[config.mk]
export PLATFORM = sky130hd
export DESIGN_NAME = mem_arbiter
export DESIGN_NICKNAME = d
export VERILOG_FILES = /design/src/rtl/arm_mem_pkg.sv /design/src/rtl/mem_addr_check.sv /design/src/rtl/mem_arbiter.sv
export SDC_FILE = /design/constraint.sdc
export NUM_CORES = 1
export LEC_CHECK = 0
export CORE_MARGIN = 4
export CORE_UTILIZATION = 31
export DETAILED_ROUTE_END_ITERATION = 12
export PLACE_DENSITY = 0.88
export SETUP_SLACK_MARGIN = 0.2
export SLEW_MARGIN = 25
export SYNTH_ARGS = -nofsm -noshare
export SYNTH_HDL_FRONTEND = slang
export SYNTH_SLANG_ARGS = --single-unit
[constraint.sdc]
create_clock -name clk -period 6.2 [get_ports clk]
set_input_delay 1.55 -clock clk [delete_from_list [all_inputs] [get_ports clk]]
set_output_delay 1.55 -clock clk [all_outputs]
set_load 0.01 [all_outputs]
[src/rtl/arm_mem_pkg.sv]
// Shared types and constants for the RAM arbiter slice.
// Owner encoding, default RAM depth and byte-enable masks.
package arm_mem_pkg;

  localparam int RAM_SIZE_DEF = 4096;

  localparam logic [3:0] BE_WORD = 4'hF;
  localparam logic [3:0] BE_B0   = 4'h1;
  localparam logic [3:0] BE_B1   = 4'h2;
  localparam logic [3:0] BE_B2   = 4'h4;
  localparam logic [3:0] BE_B3   = 4'h8;

  typedef enum logic [1:0] {
    OWN_NONE = 2'd0,
    OWN_IF   = 2'd1,
    OWN_D    = 2'd2
  } owner_e;

endpackage

[src/rtl/mem_addr_check.sv]
// Combinational request checker: word alignment and RAM range.
// Ports: addr_i byte address; misalign_o, range_o, bad_o flags.
module mem_addr_check
  import arm_mem_pkg::*;
#(
  parameter int RAM_SIZE = RAM_SIZE_DEF
) (
  input  logic [31:0] addr_i,
  output logic        misalign_o,
  output logic        range_o,
  output logic        bad_o
);

  logic [31:0] word;

  assign word       = {2'b00, addr_i[31:2]};
  assign misalign_o = (addr_i[1:0] != 2'b00);
  assign range_o    = (word >= 32'(RAM_SIZE));
  assign bad_o      = misalign_o | range_o;

endmodule

[src/rtl/mem_arbiter.sv]
// Two-requester arbiter (fetch, data) for a single-port sync RAM.
// Ports: if_* fetch side, d_* data side, ram_* RAM side, clk/reset.
module mem_arbiter
  import arm_mem_pkg::*;
#(
  parameter int RAM_SIZE     = RAM_SIZE_DEF,
  parameter int MAX_DATA_RUN = 4
) (
  input  logic                        clk,
  input  logic                        reset,
  input  logic                        if_req,
  input  logic [31:0]                 if_addr,
  output logic                        if_gnt,
  output logic                        if_rvalid,
  output logic [31:0]                 if_rdata,
  output logic                        if_err,
  input  logic                        d_req,
  input  logic                        d_we,
  input  logic [3:0]                  d_be,
  input  logic [31:0]                 d_addr,
  input  logic [31:0]                 d_wdata,
  output logic                        d_gnt,
  output logic                        d_rvalid,
  output logic [31:0]                 d_rdata,
  output logic                        d_err,
  output logic                        ram_en,
  output logic [3:0]                  ram_we,
  output logic [$clog2(RAM_SIZE)-1:0] ram_addr,
  output logic [31:0]                 ram_wdata,
  input  logic [31:0]                 ram_rdata
);

  localparam int AW = $clog2(RAM_SIZE);
  localparam logic [3:0] RUN_MAX = 4'(MAX_DATA_RUN);

  logic          if_mis, if_rng, if_bad;
  logic          d_mis, d_rng, d_bad;
  logic          gnt_d, gnt_if;
  logic [3:0]    run_q, run_d;
  owner_e        own_q, own_d;
  logic          we_q, we_d;
  logic          err_q, err_d;
  logic [AW-1:0] addr_q, addr_d;
  logic [31:0]   wdata_q, wdata_d;
  logic          en_c;
  logic [3:0]    we_c;

  mem_addr_check #(.RAM_SIZE(RAM_SIZE)) u_if_chk (
    .addr_i     (if_addr),
    .misalign_o (if_mis),
    .range_o    (if_rng),
    .bad_o      (if_bad)
  );

  mem_addr_check #(.RAM_SIZE(RAM_SIZE)) u_d_chk (
    .addr_i     (d_addr),
    .misalign_o (d_mis),
    .range_o    (d_rng),
    .bad_o      (d_bad)
  );

  // Data wins unless fetch has waited out a full data run.
  // Grants are masked in reset so every output idles at 0.
  assign gnt_d  = !reset && d_req &&
                  (!if_req || (run_q != RUN_MAX));
  assign gnt_if = !reset && if_req && !gnt_d;

  always_comb begin
    run_d = run_q;
    if (!if_req || gnt_if) begin
      run_d = 4'd0;
    end else if (gnt_d && (run_q != RUN_MAX)) begin
      run_d = run_q + 4'd1;
    end
  end

  always_comb begin
    own_d   = OWN_NONE;
    we_d    = 1'b0;
    err_d   = 1'b0;
    en_c    = 1'b0;
    we_c    = 4'b0000;
    addr_d  = addr_q;
    wdata_d = wdata_q;
    if (gnt_d) begin
      own_d = OWN_D;
      we_d  = d_we;
      err_d = d_bad;
      if (!d_bad) begin
        en_c    = 1'b1;
        we_c    = d_we ? d_be : 4'b0000;
        addr_d  = d_addr[AW+1:2];
        wdata_d = d_wdata;
      end
    end else if (gnt_if) begin
      own_d = OWN_IF;
      err_d = if_bad;
      if (!if_bad) begin
        en_c   = 1'b1;
        addr_d = if_addr[AW+1:2];
      end
    end
  end

  always_ff @(posedge clk or posedge reset) begin
    if (reset) begin
      own_q   <= OWN_NONE;
      we_q    <= 1'b0;
      err_q   <= 1'b0;
      run_q   <= 4'd0;
      addr_q  <= '0;
      wdata_q <= '0;
    end else begin
      own_q   <= own_d;
      we_q    <= we_d;
      err_q   <= err_d;
      run_q   <= run_d;
      addr_q  <= addr_d;
      wdata_q <= wdata_d;
    end
  end

  assign if_gnt    = gnt_if;
  assign d_gnt     = gnt_d;
  assign ram_en    = en_c;
  assign ram_we    = we_c;
  // Address/data pass straight through on an access, else hold.
  assign ram_addr  = addr_d;
  assign ram_wdata = wdata_d;

  assign if_rvalid = (own_q == OWN_IF);
  assign if_err    = if_rvalid && err_q;
  assign if_rdata  = (if_rvalid && !err_q) ? ram_rdata : 32'd0;

  assign d_rvalid  = (own_q == OWN_D);
  assign d_err     = d_rvalid && err_q;
  assign d_rdata   = (d_rvalid && !err_q && !we_q) ?
                     ram_rdata : 32'd0;

  logic unused;
  assign unused = ^{if_mis, if_rng, d_mis, d_rng};

endmodule
==> results_tabular.tex, run 1 <==
\begin{tabular}{lr}
\hline
Metric & Value \\
\hline
\multicolumn{2}{l}{\textbf{Power and ir drop}} \\
Leakage power figure & 2.461 nW \\
Max rail drop VDD & 0.1019 mV \\
Total power divided by cell area & 124.9 mW/mm\^{}2 \\
\multicolumn{2}{l}{\textbf{Die}} \\
Die height & 103.7 um \\
Cell Rows & 34 \\
Starting Density & 0.3225 \\
Horizontal die dimension & 103.7 um \\
Overall die area & 0.01076 sq mm \\
Core Area & 0.008806 sq mm \\
Number of placed I/O pins & 256 \\
\multicolumn{2}{l}{\textbf{Yosys}} \\
Most instantiated library cell after synthesis & sky130\_fd\_sc\_hd\_\_and2\_1 \\
Warning count from the yosys run & 0 \\
Leading area contributor after synthesis & sky130\_fd\_sc\_hd\_\_dfrtp\_1 \\
Synthesized instance count & 259 \\
Share of the yosys chip area belonging to registers & 0.4581 \\
Mean Syn Cell Area & 10.97 sq um \\
Number of distinct library cell variants in the gate-level netlist after synthesis & 33 \\
Proportion of register bits with asynchronous set or reset after synthesis & 1.000 \\
Post-synth EDFFs & 0 \\
Yosys top cell area share & 0.4581 \\
Seq cells post-synth & 52 \\
Most used DFF post-synth & sky130\_fd\_sc\_hd\_\_dfrtp\_1 \\
Cell Area, Synth & 0.002840 sq mm \\
Most frequent cells after synthesis & 68 x sky130\_fd\_sc\_hd\_\_and2\_1, 52 x sky130\_fd\_sc\_hd\_\_dfrtp\_1, 27 x sky130\_fd\_sc\_hd\_\_mux2\_4, 16 x sky130\_fd\_sc\_hd\_\_inv\_1, 14 x sky130\_fd\_sc\_hd\_\_a21oi\_1 \\
Post-synthesis net count & 398 \\
Leading post-synthesis cells by cell area & sky130\_fd\_sc\_hd\_\_dfrtp\_1 46\%, sky130\_fd\_sc\_hd\_\_and2\_1 15\%, sky130\_fd\_sc\_hd\_\_mux2\_4 14\% \\
\multicolumn{2}{l}{\textbf{Timing}} \\
Max Freq & 175.8 MHz \\
Finish-stage setup viols & 0 \\
Relative slew slack & 0.5370 \\
Setup TNS & 0 ns \\
Endpoints failing hold & 0 \\
RSZ-0062 raised after global routing & no \\
Final period utilization & 0.9176 \\
Tightest Pin Transition & 0.6945 ns \\
Worst Hold Slack & 0.4947 ns \\
Total count of max-transition violations in the final report & 0 \\
Largest clock skew in the final design & 0.009210 ns \\
Shortest period the worst path allows & 5.689 ns \\
\multicolumn{2}{l}{\textbf{Clocking}} \\
Number of H-tree levels & 2 \\
Clock slew at the register clock pins of the worst setup and hold paths & 0.08 ns \\
CTS sink cnt & 52 \\
Number of buffers on the longest clock path & 2 \\
CTS Hold Buffers Added & 0 \\
Number of setup buffers added after CTS & 0 \\
Post\_cts resized & 0 \\
Clock insertion delay at the later pin of the skew report & 0.30 ns \\
Total clock buffers created by CTS & 5 \\
Cell at the root of the clock tree & sky130\_fd\_sc\_hd\_\_clkbuf\_8 \\
Clock tree from TritonCTS & done \\
\multicolumn{2}{l}{\textbf{Global route}} \\
Via count of the first global-routing pass & 3058 \\
All-layer global routing usage & 0.1964 \\
Pin count of the biggest net entering global routing & 54 \\
Wire length of the first global-routing pass & 17.06 mm \\
Number of antenna violations at the first check in global routing & 0 \\
Global route overflow & 0 \\
\multicolumn{2}{l}{\textbf{Worst setup path}} \\
CP Data Arrival Time & 4.14 ns \\
Maximum fanout along the worst path & 45 \\
Cell breakdown of the critical path & clkdlybuf4s50\_1 > nor4\_2 > nand3\_1 > a2111o\_2 > buf\_4 > mux2\_4 > clkdlybuf4s50\_1 \\
Required time at the endpoint of the critical path & 4.65 ns \\
Startpoint type of the worst setup path & input pin \\
Worst stage delay on the critical path & 0.50 ns \\
Endpoint kind of the worst setup timing path & output pin \\
Standard cell with the maximum stage delay on the critical path & sky130\_fd\_sc\_hd\_\_clkdlybuf4s50\_1 \\
Most frequent cell on the critical path & sky130\_fd\_sc\_hd\_\_clkdlybuf4s50\_1 \\
Start-to-end type of the worst setup path & in -> out \\
\multicolumn{2}{l}{\textbf{Final layout}} \\
Fill cells & 723 \\
Share of cells above drive strength 1 & 0.1029 \\
Antenna diode count & 0 \\
Post-layout instance area & 0.005574 sq mm \\
Number of nets in the finished design & 653 \\
Layout Area Growth over Synthesis & 96.26\% \\
Final cell utilization of the core & 0.6330 \\
\multicolumn{2}{l}{\textbf{Placed design}} \\
Area of placed instances & 0.005480 sq mm \\
Placer's final routability congestion estimate & 0.8179 \\
Buffers on Ports & 255 \\
Detailed placer's ending HPWL & 9.156 mm \\
\multicolumn{2}{l}{\textbf{Routing}} \\
Detailed Routing Iterations Pass 1 & 4 \\
Routed len/inst & 17.75 um \\
Post-Route WL & 11.06 mm \\
DR vias/cell & 4.634 \\
Detailed-route DRC error count & 0 \\
DRT antenna net count & 0 \\
DR iter-0 viols & 76 \\
Via count & 2887 \\
\multicolumn{2}{l}{\textbf{Worst hold path}} \\
HP Class & reg -> reg \\
\multicolumn{2}{l}{\textbf{Run}} \\
Max-cap check violation count & 0 \\
\multicolumn{2}{l}{\textbf{Run status}} \\
Run status & completed \\
\hline
\end{tabular}
layout by cell type, fill, tap and decap left out, types with 4 or more instances in the layout:
master,instances
sky130_fd_sc_hd__buf_4,6
sky130_fd_sc_hd__dfrtp_1,52
sky130_fd_sc_hd__nor2b_1,5
sky130_fd_sc_hd__o22ai_1,12
sky130_fd_sc_hd__mux2_4,27
sky130_fd_sc_hd__inv_1,15
sky130_fd_sc_hd__clkdlybuf4s50_1,255
sky130_fd_sc_hd__and2_1,68
sky130_fd_sc_hd__nand3_1,4
sky130_fd_sc_hd__nor4_1,7
sky130_fd_sc_hd__nand2_1,7
sky130_fd_sc_hd__a21oi_1,14
sky130_fd_sc_hd__and3_1,4
sky130_fd_sc_hd__clkbuf_8,6
sky130_fd_sc_hd__mux2_2,6
area by class of cell:
cell class / count / area [sq um] / share of cell area
tap: 108 / 135.1 / 0.02424
multi-input combinational: 178 / 1386 / 0.2487
clock inverter: 1 / 7.507 / 0.001347
inverter: 16 / 60.06 / 0.01077
sequential: 52 / 1301 / 0.2334
clock buffer: 7 / 86.33 / 0.01549
timing repair buffer: 261 / 2597 / 0.4660
through the flow:
stage	power, mW	worst slack, ns	cells
after floorplan	0.3789	0.5927	259
after global placement	0.4981	0.5284	615
after detailed placement	0.5022	0.4944	615
after CTS	0.7055	0.4903	623
after global routing	0.7287	0.3339	623
final	0.6961	0.5112	623
worst max-delay path, delay by kind of cell:
kind / cells / cell delay [ns]
AND/OR/NAND/NOR: 2 / 0.45
multiplexers: 1 / 0.39
buffers and inverters: 3 / 1.25
AO/OA/AOI/OAI: 1 / 0.45
state kept, by name, summed over array words and instances (netlist names):
signal / count
wdata_q: 32
addr_q: 12
run_q: 4
own_q: 2
err_q: 1
we_q: 1
routing by layer:
metal	track usage	share of wire	vias up
met5	0	0	-
met4	0.04463	0.013	0
met3	0.04602	0.059	12
met2	0.3687	0.54	119
met1	0.2255	0.39	1368
li1	-	-	1388
cell families after synthesis:
kind of cell | share of synthesized area
simple gates | 0.2388
mux | 0.1665
fa+ha+maj | 0.008809
compound gates | 0.07181
buf+inv | 0.05595
flops | 0.4582
final timing paths:
path                             startpoint       endpoint  slack, ns  depth (start not counted)
worst max-delay path             d_addr[18]  ram_wdata[17]       0.51                          7
worst min-delay path            wdata_q[26]    wdata_q[26]       0.49                          1
worst max register to register     run_q[0]    wdata_q[22]       4.07                          7
worst min register to register  wdata_q[26]    wdata_q[26]       0.49                          1
max in group asynchronous             reset    wdata_q[26]       3.80                          3
min in group asynchronous             reset       own_q[0]       1.91                          3
where the power goes:
| group | leakage (nW) | internal, mW | switching (mW) |
|---|---|---|---|
| combinational | 1.76 | 0.106 | 0.0465 |
| clock | 0.0445 | 0.0910 | 0.111 |
| sequential | 0.660 | 0.341 | 0.00144 |
| total | 2.46 | 0.538 | 0.158 |
Note: power is estimated with default switching activity, not from simulation.
==> run 2, diff against run 1 <==
--- a/config.mk
+++ b/config.mk
@@ -7,6 +7,7 @@
 export LEC_CHECK = 0
 export CORE_MARGIN = 4
 export CORE_UTILIZATION = 31
+export CTS_CLUSTER_DIAMETER = 120
 export DETAILED_ROUTE_END_ITERATION = 12
 export PLACE_DENSITY = 0.88
 export SETUP_SLACK_MARGIN = 0.2
==> results of run 2 <==
Same layout as run 1: the final DEF is identical, and so are final timing and power.
==> run 3, diff against run 2 <==
--- a/config.mk
+++ b/config.mk
@@ -5,7 +5,7 @@
 export SDC_FILE = /design/constraint.sdc
 export NUM_CORES = 1
 export LEC_CHECK = 0
-export CORE_MARGIN = 4
+export CORE_MARGIN = 2
 export CORE_UTILIZATION = 31
 export CTS_CLUSTER_DIAMETER = 120
 export DETAILED_ROUTE_END_ITERATION = 12
==> run 3 against run 2 <==
Net effect: cell area unchanged; clock skew decreased by 0.0026 ns; count of clock-buffer cells in the layout unchanged; hold slack improved by 0.0049 ns; combinational power about the same; setup slack got worse by 0.080 ns; utilization unchanged; highest routed layer unchanged; die area decreased by 7.6%; non-clock buffer count unchanged; cell count unchanged; via count increased by 2.1%.
==> results_tabular.tex, run 3 (synthesis results as in run 1) <==
\begin{tabular}{lr}
\hline
Metric & Value \\
\hline
\multicolumn{2}{l}{\textbf{Worst setup path}} \\
Standard cell with the maximum stage delay on the critical path & sky130\_fd\_sc\_hd\_\_clkdlybuf4s50\_1 \\
Cell breakdown of the critical path & clkdlybuf4s50\_1 > nor4\_2 > nand3\_1 > a2111o\_2 > buf\_4 > mux2\_4 > clkdlybuf4s50\_1 \\
Startpoint type of the worst setup path & input pin \\
Maximum fanout along the worst path & 45 (unchanged) \\
Endpoint kind of the worst setup timing path & output pin \\
Buffers \& Inverters on Critical Path & 3 (unchanged) \\
Endpoint of the worst-slack reg-to-reg timing path & wdata\_q[17] \\
Worst stage delay on the critical path & 0.51 ns (about the same) \\
Worst Reg-to-Reg Cells & 7 (unchanged) \\
Most frequent cell on the critical path & sky130\_fd\_sc\_hd\_\_clkdlybuf4s50\_1 \\
Family of cells with the greatest summed delay on the critical path & buffers and inverters \\
Beginning of the worst register-to-register path & run\_q[0] \\
Required time at the endpoint of the critical path & 4.65 ns (about the same) \\
CP Data Arrival Time & 4.22 ns (+0.08 ns) \\
Start-to-end type of the worst setup path & in -> out \\
Reg-to-reg slack, setup & 4.04 ns (-0.03 ns) \\
\multicolumn{2}{l}{\textbf{Timing}} \\
RSZ-0062 raised after global routing & no \\
Final period utilization & 0.9304 (+0.01283) \\
Max Freq & 173.4 MHz (-1.4\%) \\
Shortest period the worst path allows & 5.768 ns (+0.07954 ns) \\
Setup TNS & 0 ns (unchanged) \\
Relative slew slack & 0.5258 (-0.01116) \\
Total count of max-transition violations in the final report & 0 (unchanged) \\
Endpoints failing hold & 0 (unchanged) \\
Finish-stage setup viols & 0 (unchanged) \\
Tightest Pin Transition & 0.7113 ns (+0.01674 ns) \\
Largest clock skew in the final design & 0.006587 ns (-0.002623 ns) \\
\multicolumn{2}{l}{\textbf{Power and ir drop}} \\
Sw Ratio & 0.2273 (-0.0003311) \\
Total power & 0.6960 mW (about the same) \\
Int Power & 0.5378 mW (about the same) \\
Total power divided by cell area & 124.9 mW/mm\^{}2 (about the same) \\
Max rail drop VDD & 0.09323 mV (-8.5\%) \\
Total net switching power & 0.1582 mW (-0.16\%) \\
Flop pwr share & 0.492 (about the same) \\
Share of total power in the clock network & 0.287 (-0.003) \\
Power share of the combinational group & 0.221 (+0.002) \\
Leakage power figure & 2.461 nW (unchanged) \\
\multicolumn{2}{l}{\textbf{Final layout}} \\
Antenna diode count & 0 (unchanged) \\
Final cell utilization of the core & 0.6330 (unchanged) \\
Register containing the most flip-flops in the final layout & wdata\_q \\
Max FFs per register & 32 (unchanged) \\
Registers with the highest flip-flop counts & wdata\_q: 32 flops, addr\_q: 12 flops, run\_q: 4 flops \\
Non-filler cells in the finished layout & 623 (unchanged) \\
Share of cells above drive strength 1 & 0.1029 (unchanged) \\
Number of nets in the finished design & 653 (unchanged) \\
Post-layout instance area & 0.005574 sq mm (unchanged) \\
Most used cells in the layout excluding fill and tap cells & 255 x sky130\_fd\_sc\_hd\_\_clkdlybuf4s50\_1, 68 x sky130\_fd\_sc\_hd\_\_and2\_1, 52 x sky130\_fd\_sc\_hd\_\_dfrtp\_1 \\
Layout Area Growth over Synthesis & 96.26\% (unchanged) \\
Most common library cell in the layout ignoring fill and taps & sky130\_fd\_sc\_hd\_\_clkdlybuf4s50\_1 \\
\multicolumn{2}{l}{\textbf{Clocking}} \\
Total clock buffers created by CTS & 5 (unchanged) \\
Clock tree from TritonCTS & done \\
Number of setup buffers added after CTS & 0 (unchanged) \\
Clock slew at the register clock pins of the worst setup and hold paths & 0.09 ns (about the same) \\
Post\_cts resized & 0 (unchanged) \\
Number of H-tree levels & 2 (unchanged) \\
CTS sink cnt & 52 (unchanged) \\
CTS Hold Buffers Added & 0 (unchanged) \\
Cell at the root of the clock tree & sky130\_fd\_sc\_hd\_\_clkbuf\_8 \\
Clock insertion delay at the later pin of the skew report & 0.29 ns (about the same) \\
Number of buffers on the longest clock path & 2 (unchanged) \\
\multicolumn{2}{l}{\textbf{Routing}} \\
DR iter-0 viols & 53 (-30\%) \\
Detailed Routing Iterations Pass 1 & 4 (unchanged) \\
Via count & 2948 (+2.1\%) \\
DRT antenna net count & 0 (unchanged) \\
Routed len/inst & 17.42 um (-1.9\%) \\
Post-Route WL & 10.85 mm (-1.9\%) \\
Detailed-route DRC error count & 0 (unchanged) \\
DR vias/cell & 4.732 (+2.1\%) \\
\multicolumn{2}{l}{\textbf{Worst hold path}} \\
HP Class & reg -> reg \\
Worst hold path cell count & 1 (unchanged) \\
Terminating pin of the worst hold path & wdata\_q[28] \\
Hold\_sp & wdata\_q[28] \\
\multicolumn{2}{l}{\textbf{Die}} \\
Overall die area & 0.009944 sq mm (-7.6\%) \\
Cell Rows & 34 (unchanged) \\
Number of placed I/O pins & 256 (unchanged) \\
Die height & 99.72 um (-3.9\%) \\
Core Area & 0.008806 sq mm (unchanged) \\
Horizontal die dimension & 99.72 um (-3.9\%) \\
Starting Density & 0.3225 (unchanged) \\
\multicolumn{2}{l}{\textbf{Placed design}} \\
Detailed placer's ending HPWL & 8.892 mm (-2.9\%) \\
Cell count after placement & 615 (unchanged) \\
Area of placed instances & 0.005480 sq mm (unchanged) \\
Placer's final routability congestion estimate & 0.8066 (-1.4\%) \\
Buffers on Ports & 255 (unchanged) \\
\multicolumn{2}{l}{\textbf{Global route}} \\
All-layer global routing usage & 0.2064 (+0.009932) \\
Number of antenna violations at the first check in global routing & 0 (unchanged) \\
Via count of the first global-routing pass & 3041 (-0.56\%) \\
Wire length of the first global-routing pass & 16.11 mm (-5.6\%) \\
Global route overflow & 0 (unchanged) \\
Pin count of the biggest net entering global routing & 54 (unchanged) \\
\multicolumn{2}{l}{\textbf{Run status}} \\
Run status & completed \\
\multicolumn{2}{l}{\textbf{Run}} \\
Max-cap check violation count & 0 (unchanged) \\
\hline
\end{tabular}
==> run 3: stage by stage <==
step                      worst slack [ns]  hold WS, ns
after global placement              0.5761       0.4798
final                               0.4316       0.4996
after detailed placement            0.4600       0.4788
after floorplan                     0.5927       0.4927
after CTS                           0.4344       0.5003
after global routing                0.3477       0.5175
==> run 3: power groups by stage <==
stage / Clock (mW) / Combinational (mW) / Sequential [mW]
after floorplan: 0 / 0.0305 / 0.348
final: 0.200 / 0.154 / 0.342
after detailed placement: 0 / 0.154 / 0.349
after global routing: 0.220 / 0.164 / 0.343
after global placement: 0 / 0.150 / 0.349
after CTS: 0.206 / 0.155 / 0.342
==> run 3: worst register-to-register path: cells and delay by family (launching register included) <==
| kind | cells | cell delay (ns) |
|---|---|---|
| buf+inv | 2 | 0.38 |
| compound gates | 1 | 0.45 |
| mux | 1 | 0.45 |
| fa+ha+maj | 1 | 0.22 |
| simple gates | 2 | 0.12 |
| flops | 1 | 0.42 |
==> run 3: final cells by class <==
| cell class | instances | area, sq um |
|---|---|---|
| fillers | 712 | 3232 |
| clock inverters | 1 | 7.507 |
| repair buffers | 261 | 2597 |
| inverters | 16 | 60.06 |
| flip-flops and latches | 52 | 1301 |
| well taps | 108 | 135.1 |
| multi-input cells | 178 | 1386 |
| clock buffers | 7 | 86.33 |
==> run 3: worst max-delay path by stage <==
| stage | from | end | slack (ns) | cells after the start |
|---|---|---|---|---|
| 2_1_floorplan | reset | ram_addr[10] | 0.59 | 6 |
| 3_3_place_gp | d_addr[29] | ram_wdata[19] | 0.58 | 7 |
| 3_5_place_dp | d_addr[23] | ram_wdata[19] | 0.46 | 7 |
| 4_1_cts | d_addr[23] | ram_wdata[14] | 0.43 | 7 |
| 5_1_grt | d_addr[23] | ram_wdata[14] | 0.35 | 7 |
| 6_report | d_addr[23] | ram_wdata[14] | 0.43 | 7 |
==> run 3: metal layers <==
layer,vias up,track usage,share of wire,wire (um)
li1,1387,-,-,-
met1,1390,0.2350,0.39,4211
met2,145,0.3742,0.51,5565
met3,26,0.05762,0.073,787
met4,0,0.06322,0.027,289
met5,-,0,0,0
